==> src/rtl/gobou_act.sv <==
// gobou_act: multi-lane activation unit for the gobou fully-connected engine.
// Two-stage pipeline: stage 1 captures the beat, stage 2 applies the selected
// activation per lane and updates saturating per-frame statistics counters.
module gobou_act #(
  parameter int LANES      = 4,
  parameter int DWIDTH     = 16,
  parameter int FRAC       = 8,
  parameter int LEAK_SHIFT = 3,
  parameter int CWIDTH     = 16
) (
  input  logic                      clk,
  input  logic                      xrst,
  input  logic                      valid_in,
  input  logic                      last_in,
  input  logic [1:0]                mode_in,
  input  logic [LANES*DWIDTH-1:0]   data_in,
  input  logic                      clr,
  output logic                      valid_out,
  output logic                      last_out,
  output logic [LANES*DWIDTH-1:0]   data_out,
  output logic [CWIDTH-1:0]         neg_count,
  output logic [CWIDTH-1:0]         clip_count
);

  // Width of a per-beat lane count (0..LANES).
  localparam int IW = $clog2(LANES + 1);

  // Clamp ceiling 6.0 in the fixed-point format, saturated to the largest
  // positive element when 6.0 does not fit.
  localparam longint CMAX_RAW = longint'(6) <<< FRAC;
  localparam longint DMAX     = (longint'(1) <<< (DWIDTH - 1)) - 1;
  localparam longint CMAX_L   = (CMAX_RAW > DMAX) ? DMAX : CMAX_RAW;
  localparam logic signed [DWIDTH-1:0] CMAX = CMAX_L[DWIDTH-1:0];

  logic                     r_vld_p1;
  logic                     r_last_p1;
  logic [1:0]               r_mode_p1;
  logic [LANES*DWIDTH-1:0]  r_data_p1;

  logic                     r_vld_p2;
  logic                     r_last_p2;
  logic [LANES*DWIDTH-1:0]  r_data_p2;
  logic [CWIDTH-1:0]        r_neg_p2;
  logic [CWIDTH-1:0]        r_clip_p2;

  logic [LANES*DWIDTH-1:0]  w_act;
  logic [IW-1:0]            w_neg_inc;
  logic [IW-1:0]            w_clip_inc;

  // Activation of a single element; leaky shift is arithmetic so negatives
  // round toward minus infinity.
  function automatic logic signed [DWIDTH-1:0] act_lane(
    input logic signed [DWIDTH-1:0] x,
    input logic [1:0]               m
  );
    logic signed [DWIDTH-1:0] y;
    y = x;
    case (m)
      2'd1:    if (x < 0) y = '0;
      2'd2:    if (x < 0) y = x >>> LEAK_SHIFT;
      2'd3: begin
        if (x < 0)         y = '0;
        else if (x > CMAX) y = CMAX;
      end
      default: y = x;
    endcase
    return y;
  endfunction

  // Counter increment that sticks at all-ones instead of wrapping.
  function automatic logic [CWIDTH-1:0] sat_add(
    input logic [CWIDTH-1:0] base,
    input logic [IW-1:0]     inc
  );
    logic [CWIDTH:0] s;
    s = {1'b0, base} + {{(CWIDTH + 1 - IW){1'b0}}, inc};
    return s[CWIDTH] ? '1 : s[CWIDTH-1:0];
  endfunction

  // ---- stage 1: capture beat; data/mode only move on valid beats
  always_ff @(posedge clk or negedge xrst) begin
    if (!xrst) begin
      r_vld_p1  <= 1'b0;
      r_last_p1 <= 1'b0;
      r_mode_p1 <= '0;
      r_data_p1 <= '0;
    end else begin
      r_vld_p1  <= valid_in;
      r_last_p1 <= valid_in & last_in;
      if (valid_in) begin
        r_mode_p1 <= mode_in;
        r_data_p1 <= data_in;
      end
    end
  end

  // Per-lane activation and per-beat negative/clip counts from stage 1.
  always_comb begin
    w_act      = '0;
    w_neg_inc  = '0;
    w_clip_inc = '0;
    for (int i = 0; i < LANES; i++) begin
      w_act[i*DWIDTH +: DWIDTH] = act_lane($signed(r_data_p1[i*DWIDTH +: DWIDTH]), r_mode_p1);
      if (r_vld_p1 && r_data_p1[i*DWIDTH + DWIDTH - 1])
        w_neg_inc = w_neg_inc + IW'(1);
      if (r_vld_p1 && (r_mode_p1 == 2'd3) && ($signed(r_data_p1[i*DWIDTH +: DWIDTH]) > CMAX))
        w_clip_inc = w_clip_inc + IW'(1);
    end
  end

  // ---- stage 2: register activated beat and sideband
  always_ff @(posedge clk or negedge xrst) begin
    if (!xrst) begin
      r_vld_p2  <= 1'b0;
      r_last_p2 <= 1'b0;
      r_data_p2 <= '0;
    end else begin
      r_vld_p2  <= r_vld_p1;
      r_last_p2 <= r_last_p1;
      if (r_vld_p1) r_data_p2 <= w_act;
    end
  end

  // Statistics: clr drops the old total but still takes this beat's counts.
  always_ff @(posedge clk or negedge xrst) begin
    if (!xrst) begin
      r_neg_p2  <= '0;
      r_clip_p2 <= '0;
    end else begin
      r_neg_p2  <= sat_add(clr ? '0 : r_neg_p2,  w_neg_inc);
      r_clip_p2 <= sat_add(clr ? '0 : r_clip_p2, w_clip_inc);
    end
  end

  assign valid_out  = r_vld_p2;
  assign last_out   = r_last_p2;
  assign data_out   = r_data_p2;
  assign neg_count  = r_neg_p2;
  assign clip_count = r_clip_p2;

endmodule
==> config.mk <==
export PLATFORM = sky130hd
export DESIGN_NAME = gobou_act
export DESIGN_NICKNAME = d
export VERILOG_FILES = /design/src/rtl/gobou_act.sv
export SDC_FILE = /design/constraint.sdc
export NUM_CORES = 1
export LEC_CHECK = 0
export CAP_MARGIN = 20
export CORE_ASPECT_RATIO = 0.6
export CORE_MARGIN = 1.5
export CORE_UTILIZATION = 40
export DETAILED_ROUTE_END_ITERATION = 7
export PLACE_DENSITY = 0.72
export SLEW_MARGIN = 0
export SYNTH_ARGS = -nofsm -noshare
export SYNTH_HDL_FRONTEND = slang
export SYNTH_SLANG_ARGS = --single-unit
==> constraint.sdc <==
create_clock -name clk -period 7.8 [get_ports clk]
set_clock_uncertainty 0.1 [all_clocks]
set_input_delay 2.34 -clock clk [delete_from_list [all_inputs] [get_ports clk]]
set_output_delay 2.34 -clock clk [all_outputs]
set_load 0.01 [all_outputs]
==> metrics.txt <==
count of state elements after synthesis=around 170; reg2reg start=r_mode_p1[1]; overall power=around 2.4 mW; Initial Util=0.416; Final Hold Viols=0; Slew headroom=0.382; setup slack after layout=about 2.5 ns; CTS sink count=166; Boundary Pins=169; worst hold margin=between 0.2 and 0.3 ns; routability cong.=0.821; largest net degree at the start of global routing=roughly 110; Routed wire per std cell=17.9 µm; proportion of layout cells with a drive suffix above 1=0.141; cell total after placement=~1100; grt ovf=0; Post-Syn Nets=820; Detail Route Antenna Nets=0; Yosys cell types=between 50 and 60; TritonCTS clock tree=yes; Resized cells post-CTS=0; final instance area=roughly 11000 µm²; Comb pwr share=0.197; vias per cell=about 5.4; Die H=113 µm; clk_lat worst skew=0.42 ns; crit path from=clr; Final setup viols=0; Slowest-stage cell, CP=clkdlybuf4s50_1; Port Buffers=about 170; wirelength, routed=20800 µm; outcome=finished, final reports clean; initial antenna violation count=0; sequential power share=0.437; NetSw=approximately 0.67 mW; kind of end point of the critical path=register; DRT iter0 DRCs=around 480; DRC violations left=0; pwr dens=about 230 nW/µm²; reg2reg end=clip_count[10]; first-pass GRT wire length=~34000 µm; unrepaired setup endpoints after global routing=no; delay of the slowest critical-path stage=roughly 0.8 ns; ys flop type=dfrtp_1; Warnings, synthesis=0; share of the synthesized area in the top cell type=0.517; Critical Path Start Type=primary input; Post-synth ARST share=1.00; internal reg-to-reg setup slack=between 2 and 3 ns; post-synthesis instance total=735; Worst R2R Path Depth=15; utilization after layout=0.545; setup TNS=0 ns; Die W=186 µm; clk slew on worst S/H paths=about 0.07 ns; Tcrit/Tclk final=0.674; core area=just under 20000 µm²; # hold bufs at CTS=0; CP endpoint=neg_count[12]; row count=39; critical path class=primary input to register; number of global-route vias before repair=6029; average cell area after synthesis=approximately 11 µm²; DP Area=9900 µm²; register area share after synthesis=0.517; clock power share=0.366; final net count=just under 1000; H-tree depth=4; via count=6237; crit path cell chain=clkdlybuf4s50_1 > buf_4 > nor2b_1 > ha_1 > fa_1 > a21oi_1 > nand4b_1 > nor3_1 > nand3_1 > o21ai_0; Post-Layout Cell Count=between 1000 and 1500; pre-CTS WS=between 2 and 2.5 ns; Syn-to-layout area delta=31.2%; worst path bufs/invs=2; Max clock buf depth=2; Post-CTS Setup Repair Bufs=0; Initial DRT Pass Iterations=5; Least-Margin Pin Slew=0.923 ns; Post-synth EDFFs=0; synth top area cells=dfrtp_1, mux2_2, nor2_1, mux2i_1, xnor2_1; critical path required time=slightly below 8 ns; Peak VDD IR=between 0.15 and 0.2 mV; total track usage=0.208; max-slew violations=0; Die ar.=21000 µm²; highest clock rate=0.190 GHz; post-route minimum period=roughly 5.3 ns; P_leak=between 4 and 5 nW; Detailed Place HPWL=approximately 14000 µm; Worst EP arrival=5.41 ns; cell internal pwr=around 1.7 mW; number of stages on the worst setup path=10; Ant. Diodes=0; Net Sw Frac=0.278; clock root buffer=clkbuf_16; crit-path max FO=21; total of max-cap violations=0; Synth Cell Area=about 8000 µm²; Synth area leader=dfrtp_1; CP top delay family=buffers and inverters; CTS buffer count=17; HP Class=register to register
==> flip-flops by register name, summed over array words and instances, names as in the netlist, 2 cells and up <==
name	cells
clip_count	16
r_mode_p1	2
r_data_p1	64
neg_count	16
data_out	64
==> per-layer routing <==
metal | global-route usage | up-vias | share of wire
li1 | - | 2949 | -
met1 | 0.333 | 3093 | 0.52
met2 | 0.280 | 180 | 0.41
met3 | 0.0489 | 15 | 0.066
met4 | 0.0419 | 0 | 0.0082
met5 | 0 | - | 0
==> synthesized netlist by cell type, types with 2 or more instances <==
cell	instances
a21o_1	2
ha_1	12
buf_2	7
nor2_1	69
nor2b_1	14
nor4b_1	2
and3b_1	3
a221oi_1	13
nand4b_1	2
a211oi_2	2
nor4_2	2
nor3_2	2
a31oi_1	4
o21ai_0	39
or3_1	2
a211oi_1	24
nand4_1	3
nor4_1	10
nand3b_1	8
inv_1	15
o21ba_2	3
a21oi_1	28
mux2_2	70
and3_1	5
nor3b_1	2
xnor2_1	23
buf_1	8
a31o_2	2
nand3_1	10
fa_1	2
buf_4	2
nand2b_1	10
nand2_1	47
o31ai_1	3
and2_1	12
xor2_1	5
mux2i_1	24
o22ai_1	5
dfrtp_1	166
nor3_1	19
a221o_1	13
clkbuf_1	26
==> final cells by class <==
cell class | instances | area (µm²)
inverter | 16 | 60.1
fill | 1695 | 8780
clock inverter | 13 | 170
multi-input combinational | 509 | 3630
sequential | 166 | 4160
timing repair buffer | 175 | 1750
clock buffer | 19 | 443
tap | 266 | 333
==> power groups by stage <==
| stage | Sequential (mW) | Combinational (mW) | Clock, mW |
|---|---|---|---|
| 6_report | 1.05 | 0.474 | 0.882 |
| 5_1_grt | 1.06 | 0.520 | 0.937 |
| 4_1_cts | 1.05 | 0.478 | 0.898 |
| 3_5_place_dp | 1.06 | 0.476 | 0 |
| 3_3_place_gp | 1.06 | 0.466 | 0 |
| 2_1_floorplan | 1.07 | 0.214 | 0 |
==> logic make-up after synthesis <==
logic type                 after synthesis  share of synthesized area
buffers and inverters                   60                     0.0310
DFF                                    166                      0.517
adders and majority gates               14                     0.0237
and+or+nand+nor                        227                      0.145
muxes                                   94                      0.128
AOI/OAI and AO/OA                      146                      0.124
xor gates and xnor gates                28                     0.0305
==> placed cells by master (no fill, tap or decap), types with 3 or more instances in the layout <==
cell               n
clkdlybuf4s50_1  166
nand2b_1          10
buf_4              6
a31oi_1            4
o31ai_1            3
a211oi_1          24
xnor2_1           23
o22ai_1            5
clkbuf_16         17
nand3_1           10
nor2_1            69
a21oi_1           28
bufinv_16          3
o21ba_2            3
ha_1              12
nor4_1            10
mux2_2            70
nand4_1            3
nor3_1            19
dfrtp_1          165
clkinv_2           3
inv_1             15
nand3b_1           8
xor2_1             5
mux2i_1           24
and3b_1            3
and2_1            12
a221oi_1          13
and3_1             5
nand2_1           47
nor2b_1           14
o21ai_0           39
a221o_1           13
==> worst min path at each step <==
| stage | startpoint | depth (start not counted) | to | slack, ns |
|---|---|---|---|---|
| 6_report | r_last_p1 | 0 | last_out | 0.25 |
| 5_1_grt | r_last_p1 | 0 | last_out | 0.27 |
| 4_1_cts | r_last_p1 | 0 | last_out | 0.26 |
| 3_5_place_dp | r_last_p1 | 0 | last_out | 0.24 |
| 3_3_place_gp | r_last_p1 | 0 | last_out | 0.23 |
| 2_1_floorplan | r_last_p1 | 0 | last_out | 0.23 |
(Power assumes the default switching activity.)
